**src/rtl/dmem_arb_pkg.sv**
```systemverilog
// Shared types and default sizing for the MEM-stage data memory arbiter.
//   arb_state_t      : arbiter FSM states
//   DEF_DEPTH        : default data memory size in 32-bit words
//   DEF_STARVE_LIMIT : default forced-grant threshold in D_WAIT cycles
//   DEF_LEN_W        : default width of the burst length field
package dmem_arb_pkg;

   typedef enum logic [1:0] {
      IDLE    = 2'd0,
      D_WAIT  = 2'd1,
      D_BURST = 2'd2,
      D_DONE  = 2'd3
   } arb_state_t;

   localparam int DEF_DEPTH        = 8;
   localparam int DEF_STARVE_LIMIT = 4;
   localparam int DEF_LEN_W        = 4;

endpackage

```
**src/rtl/dmem_burst_agu.sv**
```systemverilog
// Burst address generator.
// Holds the latched burst base word address and length and a beat counter,
// and produces the byte address of the current beat. The word index within
// the memory wraps modulo DEPTH while the address bits above it stay fixed.
//   clock, reset : clock and synchronous active-high reset
//   load         : capture base_word/len and clear the beat counter
//   start        : clear the beat counter (burst about to begin)
//   advance      : step to the next beat
//   base_word    : burst start address, byte address bits [31:2]
//   len          : burst length in words
//   addr         : byte address of the current beat
//   last         : current beat is the final one of the burst
module dmem_burst_agu import dmem_arb_pkg::*; #(
   parameter int DEPTH = DEF_DEPTH,
   parameter int LEN_W = DEF_LEN_W
) (
   input  logic             clock,
   input  logic             reset,
   input  logic             load,
   input  logic             start,
   input  logic             advance,
   input  logic [29:0]      base_word,
   input  logic [LEN_W-1:0] len,
   output logic [31:0]      addr,
   output logic             last
);

   localparam int W = $clog2(DEPTH);

   logic [29:0]      base_word_reg;
   logic [LEN_W-1:0] len_reg;
   logic [LEN_W-1:0] beat_reg;
   logic [W-1:0]     idx;

   always_ff @(posedge clock) begin
      if (reset) begin
         base_word_reg <= '0;
         len_reg       <= '0;
         beat_reg      <= '0;
      end else if (load) begin
         base_word_reg <= base_word;
         len_reg       <= len;
         beat_reg      <= '0;
      end else if (start) begin
         beat_reg <= '0;
      end else if (advance) begin
         beat_reg <= beat_reg + 1'b1;
      end
   end

   // W-bit add truncates, giving the modulo-DEPTH wrap of the word index.
   assign idx  = base_word_reg[W-1:0] + beat_reg[W-1:0];
   assign addr = {base_word_reg[29:W], idx, 2'b00};
   assign last = (beat_reg == len_reg - 1'b1);

endmodule

```
**src/rtl/dmem_port_arbiter.sv**
```systemverilog
// Arbiter sharing the single-port MEM-stage data memory between the pipeline
// and a secondary burst requester (debug loader / test DMA). The pipeline has
// priority; a pending burst starts when the pipeline leaves the port idle or
// after STARVE_LIMIT waiting cycles, and then holds the pipeline with p_stall
// until every beat has been issued.
//   clock, reset                      : clock, synchronous active-high reset
//   p_mem_read/p_mem_write/p_addr/p_wdata : pipeline request
//   p_rdata, p_stall                  : pipeline load data and stall
//   d_req/d_write/d_base/d_len/d_wdata : burst request and write data
//   d_wdata_pop, d_rdata, d_rvalid    : burst beat handshake
//   d_done, d_err                     : burst completion / rejection pulse
//   m_read/m_write/m_addr/m_wdata/m_rdata : DataMemory port
module dmem_port_arbiter import dmem_arb_pkg::*; #(
   parameter int DEPTH        = DEF_DEPTH,
   parameter int STARVE_LIMIT = DEF_STARVE_LIMIT,
   parameter int LEN_W        = DEF_LEN_W
) (
   input  logic             clock,
   input  logic             reset,
   input  logic             p_mem_read,
   input  logic             p_mem_write,
   input  logic [31:0]      p_addr,
   input  logic [31:0]      p_wdata,
   output logic [31:0]      p_rdata,
   output logic             p_stall,
   input  logic             d_req,
   input  logic             d_write,
   input  logic [31:0]      d_base,
   input  logic [LEN_W-1:0] d_len,
   input  logic [31:0]      d_wdata,
   output logic             d_wdata_pop,
   output logic [31:0]      d_rdata,
   output logic             d_rvalid,
   output logic             d_done,
   output logic             d_err,
   output logic             m_read,
   output logic             m_write,
   output logic [31:0]      m_addr,
   output logic [31:0]      m_wdata,
   input  logic [31:0]      m_rdata
);

   localparam int WAIT_W = $clog2(STARVE_LIMIT + 2);
   localparam logic [WAIT_W-1:0] WAIT_MAX  = WAIT_W'(STARVE_LIMIT);
   localparam logic [LEN_W:0]    DEPTH_LEN = (LEN_W + 1)'(DEPTH);

   arb_state_t        state_reg, state_next;
   logic [WAIT_W-1:0] wait_cnt_reg, wait_cnt_next;
   logic              write_reg, write_next;
   logic              err_reg, err_next;

   logic              agu_load, agu_start, agu_advance;
   logic [31:0]       agu_addr;
   logic              agu_last;
   logic              req_bad;

   dmem_burst_agu #(
      .DEPTH (DEPTH),
      .LEN_W (LEN_W)
   ) u_agu (
      .clock     (clock),
      .reset     (reset),
      .load      (agu_load),
      .start     (agu_start),
      .advance   (agu_advance),
      .base_word (d_base[31:2]),
      .len       (d_len),
      .addr      (agu_addr),
      .last      (agu_last)
   );

   // Rejected requests never touch memory: zero length, longer than the
   // memory, or a base that is not word aligned.
   assign req_bad = (d_len == '0) || ({1'b0, d_len} > DEPTH_LEN) ||
                    (d_base[1:0] != 2'b00);

   always_ff @(posedge clock) begin
      if (reset) begin
         state_reg    <= IDLE;
         wait_cnt_reg <= '0;
         write_reg    <= 1'b0;
         err_reg      <= 1'b0;
      end else begin
         state_reg    <= state_next;
         wait_cnt_reg <= wait_cnt_next;
         write_reg    <= write_next;
         err_reg      <= err_next;
      end
   end

   always_comb begin
      state_next    = state_reg;
      wait_cnt_next = wait_cnt_reg;
      write_next    = write_reg;
      err_next      = err_reg;
      agu_load      = 1'b0;
      agu_start     = 1'b0;
      agu_advance   = 1'b0;
      m_read        = p_mem_read;
      m_write       = p_mem_write;
      m_addr        = p_addr;
      m_wdata       = p_wdata;
      p_rdata       = m_rdata;
      p_stall       = 1'b0;
      d_rdata       = '0;
      d_rvalid      = 1'b0;
      d_wdata_pop   = 1'b0;
      d_done        = 1'b0;
      d_err         = 1'b0;

      unique case (state_reg)
         IDLE: begin
            if (d_req) begin
               agu_load   = 1'b1;
               write_next = d_write;
               err_next   = req_bad;
               if (req_bad) begin
                  state_next = D_DONE;
               end else begin
                  state_next    = D_WAIT;
                  wait_cnt_next = '0;
               end
            end
         end
         D_WAIT: begin
            if (!(p_mem_read || p_mem_write) || wait_cnt_reg == WAIT_MAX) begin
               state_next = D_BURST;
               agu_start  = 1'b1;
            end else begin
               wait_cnt_next = wait_cnt_reg + 1'b1;
            end
         end
         D_BURST: begin
            p_stall     = 1'b1;
            p_rdata     = '0;
            m_addr      = agu_addr;
            agu_advance = 1'b1;
            if (write_reg) begin
               m_read      = 1'b0;
               m_write     = 1'b1;
               m_wdata     = d_wdata;
               d_wdata_pop = 1'b1;
            end else begin
               m_read   = 1'b1;
               m_write  = 1'b0;
               m_wdata  = '0;
               d_rdata  = m_rdata;
               d_rvalid = 1'b1;
            end
            if (agu_last) begin
               state_next = D_DONE;
            end
         end
         D_DONE: begin
            d_done     = 1'b1;
            d_err      = err_reg;
            state_next = IDLE;
         end
         default: begin
            state_next = IDLE;
         end
      endcase

      // Nothing may reach memory or the requester while reset is held, even
      // when the registered state still shows an interrupted burst.
      if (reset) begin
         m_read      = 1'b0;
         m_write     = 1'b0;
         p_stall     = 1'b0;
         d_rdata     = '0;
         d_rvalid    = 1'b0;
         d_wdata_pop = 1'b0;
         d_done      = 1'b0;
         d_err       = 1'b0;
      end
   end

endmodule

```
**config.mk**
```make
export PLATFORM = sky130hd
export DESIGN_NAME = dmem_port_arbiter
export DESIGN_NICKNAME = d
export VERILOG_FILES = /design/src/rtl/dmem_arb_pkg.sv /design/src/rtl/dmem_burst_agu.sv /design/src/rtl/dmem_port_arbiter.sv
export SDC_FILE = /design/constraint.sdc
export NUM_CORES = 1
export LEC_CHECK = 0
export CAP_MARGIN = 10
export CORE_AREA = 2 2 120 122
export CTS_CLUSTER_SIZE = 12
export DETAILED_ROUTE_END_ITERATION = 16
export DIE_AREA = 0 0 122 124
export GPL_TIMING_DRIVEN = 0
export PLACE_DENSITY_LB_ADDON = 0.2
export SLEW_MARGIN = 20
export SYNTH_ARGS = -nofsm -noshare
export SYNTH_HDL_FRONTEND = slang
export SYNTH_HIERARCHICAL = 1
export SYNTH_SLANG_ARGS = --single-unit
```
**constraint.sdc**
```tcl
create_clock -name clock -period 2.1 [get_ports clock]
set_clock_uncertainty 0.05 [all_clocks]
set_input_delay 0.63 -clock clock [delete_from_list [all_inputs] [get_ports clock]]
set_output_delay 0.63 -clock clock [all_outputs]
set_load 0.02 [all_outputs]
```
==> flow_summary.yaml <==
run_status:
  run_status: "complete, but fails checks"
  violations: "negative setup slack"
logic_synthesis:
  yosys_warnings: 6
  syn-cell-area_um2: 3491
  synthCells: 392
  syn_area_per_cell_um2: 8.905
  ys_seq_elements: 45
  synth_cell_type_count: 40
  seq_area_frac_synth: 0.2581
  synth-edff-count: 0
  yosys_most_used_dff: "dfxtp_1"
  synthArstFlopShare: 0
timing:
  max_freq_mhz: 399.5
  setup_viol: 128
  worst_slew_pin_slew_ns: 0.5415
  hold_viol: 0
  layout_setup_ws_ns: -0.4029
  relSlewSlack: 0.6297
  grt_setup_unrepaired: "true"
  slew_violations: 0
  post-route-min-period_ns: 2.503
  fin_crit_sh: 1.192
global_routing:
  grt_start_max_net_pins: 15
  grt_pass1_wl_mm: 22.73
  track_usage: 0.1931
  antenna_found_initial: 1
  grt-ovfl-total: 0
  grt_pass1_vias: 4249
routing:
  drt_pass1_iterations: 4
  totalWireLength_mm: 16.83
  met1Wirelength_mm: 5.979
  wl_met3_mm: 1.606
  wl_per_cell_um: 17.90
  drc_errors: 0
  via_per_inst: 4.497
  drt_iter0_markers: 123
  top_layer: "met4"
  vias: 4227
  ant_nets: 0
  met2WireLength_mm: 8.795
clocking:
  cts_buffers: 5
  cts_root_buf: "clkbuf_16"
  clockBufferDepth: 2
  cts.sink_count: 45
  holdBufCountCts: 0
  cts_tree: "yes"
  cts.htree.levels: 2
  insertion_delay_ns: 0.28
  clk_pin_slew_ns: 0.06
placement:
  placed_cell_area_um2: 6822
  hpwlAfterDp_mm: 12.74
  gp_congestion: 0.8052
  place_ws_ns: -1.354
  portBuffers: 304
setup_path:
  crit_path_max_fanout: 10
  required_ns: 1.42
  cp-start-kind: "register"
  worst_r2r_path_depth: 9
  path_cells: "inv_2 > ha_4 > buf_4 > buf_12 > buf_12 > buf_4 > mux2_4 > buf_6"
  endpoint_kind: "primary output"
  crit_slowest_cell: "dfxtp_2"
  crit_arrival_ns: 1.82
  max_stage_delay_ns: 0.34
  critical_path_class: "register to primary output"
floorplan:
  die_y_um: 124
  core-area_um2: 13720
  row_count: 43
  die-area_um2: 15130
  initial_utilization: 0.2544
  die_w_um: 122
  io-pin-count: 305
min_path:
  hold_class: "register to register"
  hold_depth: 2
pwr:
  p_per_area_nw_per_um2: 984.6
  ir_worst_vdd_uv: 540.3
  p_leak_nw: 3.824
finish:
  largest_reg_flops: 30
  fin_nets: 939
  layout-drive-gt1-share: 0.4914
  final_util: 0.6163
  area_delta_synth_final_pct: 142.2
  postLayoutCellArea_um2: 8456
flow_run:
  drv_cap: 0
[synthesized netlist by cell type, drive strengths merged (2+ instances only)]
cell    count  share of area
nand4       5          0.013
xor2        2         0.0050
nor3        5          0.010
nor2b      36          0.065
nand3       2         0.0029
dfxtp      45           0.26
mux2       32           0.10
xnor2       9          0.023
nor2       50          0.054
a22o       32          0.080
inv         9         0.0097
a31oi       3         0.0054
nand2b      2         0.0036
o31ai       2         0.0072
mux2i      37           0.11
nand2       3         0.0032
clkbuf     13          0.017
ha         10          0.036
buf        44          0.088
and2       34          0.061
a21oi       4         0.0057
[power by group]
group	switching, mW	internal, mW
registers	0.113	1.01
logic	2.77	3.65
clock network	0.335	0.441
total	3.22	5.11
[through the flow]
stage / cells / setup TNS, ns / hold slack (ns) / power, mW
detailed placement: 877 / -130.74 / 0.4360 / 5.606
finish: 940 / -28.88 / 0.4472 / 8.326
global placement: 877 / -123.21 / 0.4260 / 5.543
CTS: 907 / -33.53 / 0.4525 / 6.617
global route: 939 / -36.32 / 0.4908 / 8.756
floorplan: 393 / -2.554 / 0.4117 / 3.687
[worst max-delay path, delay by kind of cell (launching register included)]
family     cells  cell delay (ns)
flops          1             0.34
buf+inv        6             0.71
mux            1             0.29
fa+ha+maj      1             0.18
[final timing paths]
kind	end	slack, ns	startpoint
hold / removal	u_agu/base_word_reg[24]	0.45	u_agu/base_word_reg[24]
setup reg to reg	u_agu/beat_reg[0]	0.11	state_reg[0]
hold reg to reg	u_agu/base_word_reg[24]	0.45	u_agu/base_word_reg[24]
setup / recovery	m_addr[7]	-0.40	state_reg[0]
[repair_timing]
item	4_1_cts	5_1_grt
endpoints found under the setup margin	141	145
buffers inserted	18	25
gates cloned	5	8
gates resized for setup	609	429
pin swaps	18	16
[cell families (layout without fill, tap and decap cells)]
kind of cell / after synthesis / in the layout / synth area share
XOR/XNOR: 11 / 11 / 0.02760
multiplexers: 69 / 69 / 0.2093
AND/OR/NAND/NOR: 142 / 142 / 0.2287
adder cells (fa/ha/maj): 11 / 11 / 0.04158
flip-flops: 45 / 45 / 0.2581
buffers and inverters: 66 / 432 / 0.1147
AO/OA/AOI/OAI: 47 / 47 / 0.1190
other: 1 / 3 / 0.001074
[routing by layer]
metal  GRT usage  vias to the layer above
li1            -                     2045
met4     0.06178                        0
met2      0.3541                      193
met1      0.2062                     1955
met5           0                        -
met3     0.06960                       34
[layout by cell type (no fill, tap or decap), types with 4 or more instances in the layout]
cell and count:
nor2b_1 10, clkbuf_16 11, nor2b_4 26, xnor2_1 7, and2_4 33, mux2i_1 37, buf_8 10, inv_1 7
ha_1 6, buf_4 61, buf_6 147, dlymetal6s2s_1 7, nor2_1 47, dfxtp_1 40, mux2_4 29, buf_12 12
clkbuf_1 5, clkdlybuf4s50_1 162, a22o_1 32, nand4_1 4
[layout make-up]
cell class | count | area [µm²]
Tap cell | 180 | 225.2
Fill cell | 1136 | 5264
Clock inverter | 2 | 15.01
Timing Repair Buffer | 358 | 3867
Inverter | 9 | 36.28
Multi-Input combinational cell | 282 | 2691
Clock buffer | 6 | 128.9
Antenna cell | 1 | 2.502
Buffer | 57 | 574.3
Sequential cell | 45 | 914.6
No activity file was read; power rests on OpenSTA's default activity.
